## src/rtl/pipe_stage_fifo.sv

```systemverilog
// pipe_stage_fifo: DEPTH-entry valid/ready buffer between core stages, with flush and occupancy count.
// Define PIPE_STAGE_BYPASS_EN for a zero-latency pass-through of upstream data while the buffer is empty.
module pipe_stage_fifo #(
  parameter int unsigned      WIDTH     = 96,
  parameter int unsigned      DEPTH     = 2,
  parameter logic [WIDTH-1:0] RESET_VAL = {WIDTH{1'b0}}
) (
  input  logic                     clk,
  input  logic                     rst,
  input  logic                     s_valid,
  output logic                     s_ready,
  input  logic [WIDTH-1:0]         s_data,
  output logic                     m_valid,
  input  logic                     m_ready,
  output logic [WIDTH-1:0]         m_data,
  input  logic                     flush,
  output logic [$clog2(DEPTH):0]   count
);

  localparam int unsigned    AW       = $clog2(DEPTH);
  localparam int unsigned    CW       = AW + 1;
  localparam logic [CW-1:0]  FULL_CNT = CW'(DEPTH);
  localparam logic [CW-1:0]  CNT_ONE  = CW'(1);
  localparam logic [AW-1:0]  PTR_ONE  = AW'(1);

  logic [WIDTH-1:0] mem_q [DEPTH];
  logic [AW-1:0]    wrPtr_q, wrPtr_d;
  logic [AW-1:0]    rdPtr_q, rdPtr_d;
  logic [CW-1:0]    count_q, count_d;
  logic             empty, full, bypass, push, pop;

  assign empty   = (count_q == '0);
  assign full    = (count_q == FULL_CNT);
  assign s_ready = ~full;
  assign count   = count_q;

`ifdef PIPE_STAGE_BYPASS_EN
  // Flush squashes the pass-through so a redirected instruction never leaks downstream.
  assign bypass  = empty & s_valid & ~flush;
  assign m_valid = ~empty | bypass;
  assign m_data  = bypass ? s_data : mem_q[rdPtr_q];
`else
  assign bypass  = 1'b0;
  assign m_valid = ~empty;
  assign m_data  = mem_q[rdPtr_q];
`endif

  // A bypassed transfer that is consumed immediately never touches storage.
  assign push = s_valid & s_ready & ~flush & ~(bypass & m_ready);
  assign pop  = ~empty & m_ready & ~flush;

  always_comb begin
    wrPtr_d = wrPtr_q;
    rdPtr_d = rdPtr_q;
    count_d = count_q;
    if (flush) begin
      wrPtr_d = '0;
      rdPtr_d = '0;
      count_d = '0;
    end else begin
      if (push) wrPtr_d = wrPtr_q + PTR_ONE;
      if (pop)  rdPtr_d = rdPtr_q + PTR_ONE;
      case ({push, pop})
        2'b10:   count_d = count_q + CNT_ONE;
        2'b01:   count_d = count_q - CNT_ONE;
        default: count_d = count_q;
      endcase
    end
  end

  always_ff @(posedge clk) begin
    if (rst) begin
      wrPtr_q <= '0;
      rdPtr_q <= '0;
      count_q <= '0;
      for (int i = 0; i < DEPTH; i++) mem_q[i] <= RESET_VAL;
    end else begin
      wrPtr_q <= wrPtr_d;
      rdPtr_q <= rdPtr_d;
      count_q <= count_d;
      if (push) mem_q[wrPtr_q] <= s_data;
    end
  end

endmodule

```

## config.mk

```make
export PLATFORM = sky130hd
export DESIGN_NAME = pipe_stage_fifo
export DESIGN_NICKNAME = d
export VERILOG_FILES = /design/src/rtl/pipe_stage_fifo.sv
export SDC_FILE = /design/constraint.sdc
export NUM_CORES = 1
export LEC_CHECK = 0
export CORE_ASPECT_RATIO = 0.8
export CORE_UTILIZATION = 46
export DETAILED_ROUTE_END_ITERATION = 12
export PLACE_DENSITY = 0.75
export SYNTH_ARGS = -nofsm -noshare
export SYNTH_HDL_FRONTEND = slang
export SYNTH_SLANG_ARGS = --single-unit
```

## constraint.sdc

```tcl
create_clock -name clk -period 13.7 [get_ports clk]
set_clock_uncertainty 0.15 [all_clocks]
set_input_delay 2.055 -clock clk [delete_from_list [all_inputs] [get_ports clk]]
set_output_delay 2.055 -clock clk [all_outputs]
set_load 0.05 [all_outputs]
```

==> impl_metrics.ini <==
[clock_network]
cts_resized = 0
cts_tree = yes
cts_buffer_depth = 2
ctsRootBufferMaster = clkbuf_16
numCtsBuffers = 17
post-cts-setup-buffers = 0
path_clk_slew_ns = 0.07
cts.sinks = 197
postCtsHoldBufs = 0
h-tree-depth = 4
clk-insertion-delay-late_ns = 0.43

[synth]
syn_avg_cell_area_um2 = 15.7
syn_inst = 543
synthAdderAreaFrac_pct = 0.147
synth_compound_area_share_pct = 0.381
synth-seq-area-share_pct = 68.7
yosysWarnings = 0
synth_top_family_by_area = simple AND/OR/NAND/NOR gates
synthSimpleGateAreaFrac_pct = 15.3
ys_top_cells_by_area = edfxtp_1 68%, and2_1 14%, mux2_2 13%
synth_seq_cells = 197
synth_area_mm2 = 0.00853
synth.distinct_cells = 21
synthesis.nets = 645
synth_top_cell_by_area = edfxtp_1
synth_xor_area_share_pct = 0.308
synth.mux.area_fraction_pct = 12.7
synth.top_cell.area_share_pct = 67.6

[flow_run]
drv_cap = 0

[pwr]
p_per_area_mw_per_mm2 = 124
p_leak_uw = 0.00417
totalPowerFinal_uw = 1400
peakVddDrop_v = 0.0000742

[grt]
grt_max_degree = 98
grtUsageMet1_pct = 23.0
globalRouteMet3Util_pct = 6.33
grt_pass1_wl_um = 26000
first_global_vias = 4933
met2_usage_pct = 30.2
grt.overflow.total = 0
grt_usage_pct = 18.3
grt_busiest_layer = met2
antenna_found_initial = 0

[sta]
period_share_pct = 39.0
fmax_mhz = 187
fin_ws_ns = 8.35
drv_slew = 0
worst_pin_slew_ns = 0.847
hold_viol_final = 0
rsz0062_at_grt = false
final-setup-viol-count = 0
slew_headroom_pct = 43.6
finalCriticalPeriod_ns = 5.35
tns_ns = 0

[final_layout]
final_common_cell = clkdlybuf4s50_1
most-common-layout-cells = 200 x clkdlybuf4s50_1, 192 x and2_1, 192 x edfxtp_1, 96 x mux2_2, 17 x clkbuf_16
syn_to_final_growth_pct = 32.3
antenna_cells = 0
drive_gt1_share_pct = 18.9
layout.nets = 839

[setup_path]
r2r_slack_ns = 10.14
r2r_start = wrPtr_q$_SDFFE_PP0P_
rr_worst_depth = 5
r2r_end = mem_q[1][58]$_SDFFCE_PN0P_
cp_max_fo = 97
startpoint_type = input port
cp-end-kind = flip-flop
cp.required_ns = 13.61
critPathKind = in2reg
worstPathArrival_ns = 5.25

[detailed_routing]
ant_nets = 0
drcViolationCount = 0
dr.pass1.iters = 5
vias = 4892
via_per_inst = 4.99
drt-initial-drc-count = 232
wirelength_um = 17300
wl_per_cell_um = 17.6

[run_status]
status = complete, no violations

[die]
fp.dieW_um = 154
start_util_pct = 47.0
rows = 44
io_pins = 201
dieHeight_um = 124
die-area_mm2 = 0.0191
core_mm2 = 0.0182

[place]
dp_hpwl_um = 10800
pre_cts_ws_ns = 7.86
port_buffers = 200
gp_congestion = 0.769

[hold_path]
hold_path_class = reg2reg
hp-start = rdPtr_q$_SDFFE_PP0P_
hold_depth = 2
holdPathEnd = rdPtr_q$_SDFFE_PP0P_
per-stage QoR:
step,util [%],cell area (um^2),instances,hold WS (ns)
2_1_floorplan,-,8530,543,0.322
5_1_grt,62.1,11300,980,0.394
3_3_place_gp,58.9,10700,948,0.348
6_report,62.1,11300,980,0.368
4_1_cts,62.1,11300,980,0.362
3_5_place_dp,58.9,10700,948,0.345
registers in the layout, summed over array words and instances (netlist names), named ones only:
signal,count
mem_q,192
count,2
rdPtr_q,1
wrPtr_q,1
cells by family after synthesis:
kind of cell	after synthesis
AOI/OAI and AO/OA	6
adders and majority gates	1
muxes	96
xor gates and xnor gates	3
and+or+nand+nor	205
buffers and inverters	35
DFF	197
synthesized netlist by cell type:
| library cell | instances |
|---|---|
| edfxtp_1 | 192 |
| or3_1 | 3 |
| ha_1 | 1 |
| inv_1 | 3 |
| buf_1 | 3 |
| xnor2_1 | 1 |
| and2_1 | 192 |
| or2_2 | 2 |
| a21oi_1 | 2 |
| nor2b_2 | 1 |
| buf_2 | 8 |
| nor2_1 | 4 |
| clkbuf_1 | 12 |
| o21bai_1 | 1 |
| xor2_1 | 2 |
| mux2_2 | 96 |
| or2_0 | 1 |
| buf_6 | 9 |
| o21ai_0 | 3 |
| nor4_4 | 2 |
| dfxtp_1 | 5 |
worst max-delay path by stage:
stage               cells after the start                         end     from
global placement                        6  mem_q[1][63]$_SDFFCE_PN0P_    flush
detailed placement                      6  mem_q[1][63]$_SDFFCE_PN0P_      rst
finish                                  6  mem_q[1][58]$_SDFFCE_PN0P_      rst
CTS                                     6  mem_q[1][58]$_SDFFCE_PN0P_      rst
global route                            6  mem_q[1][58]$_SDFFCE_PN0P_      rst
floorplan                               3   mem_q[0][0]$_SDFFCE_PN0P_  s_valid
where the power goes:
part           switching (uW)  internal, uW  leakage, uW  total [uW]
registers                8.09           693      0.00205         701
logic                     119          80.4      0.00183         199
clock network             236           260     0.000281         495
total                     363          1030      0.00417        1400
critical path, stage by stage:
cell and delay, ns:
clkdlybuf4s50_1 0.44, or2_0 0.40, nor4_4 0.20, buf_4 0.70, or2_4 0.69, buf_4 0.69
routing by layer:
| layer | vias to the layer above | part of all wire (%) | wire length (um) |
|---|---|---|---|
| li1 | 2316 | - | - |
| met1 | 2401 | 43 | 7350 |
| met2 | 162 | 49 | 8390 |
| met3 | 13 | 7.8 | 1340 |
| met4 | 0 | 0.98 | 169 |
| met5 | - | 0 | 0 |
area by class of cell:
type / instances / area, um^2
Sequential cell: 197 / 5870
Multi-Input combinational cell: 311 / 2470
Fill cell: 1326 / 6880
Timing Repair Buffer: 207 / 2050
Inverter: 3 / 11.3
Clock inverter: 15 / 166
Tap cell: 230 / 288
Clock buffer: 17 / 425
Power figures use the tool's default switching activity.
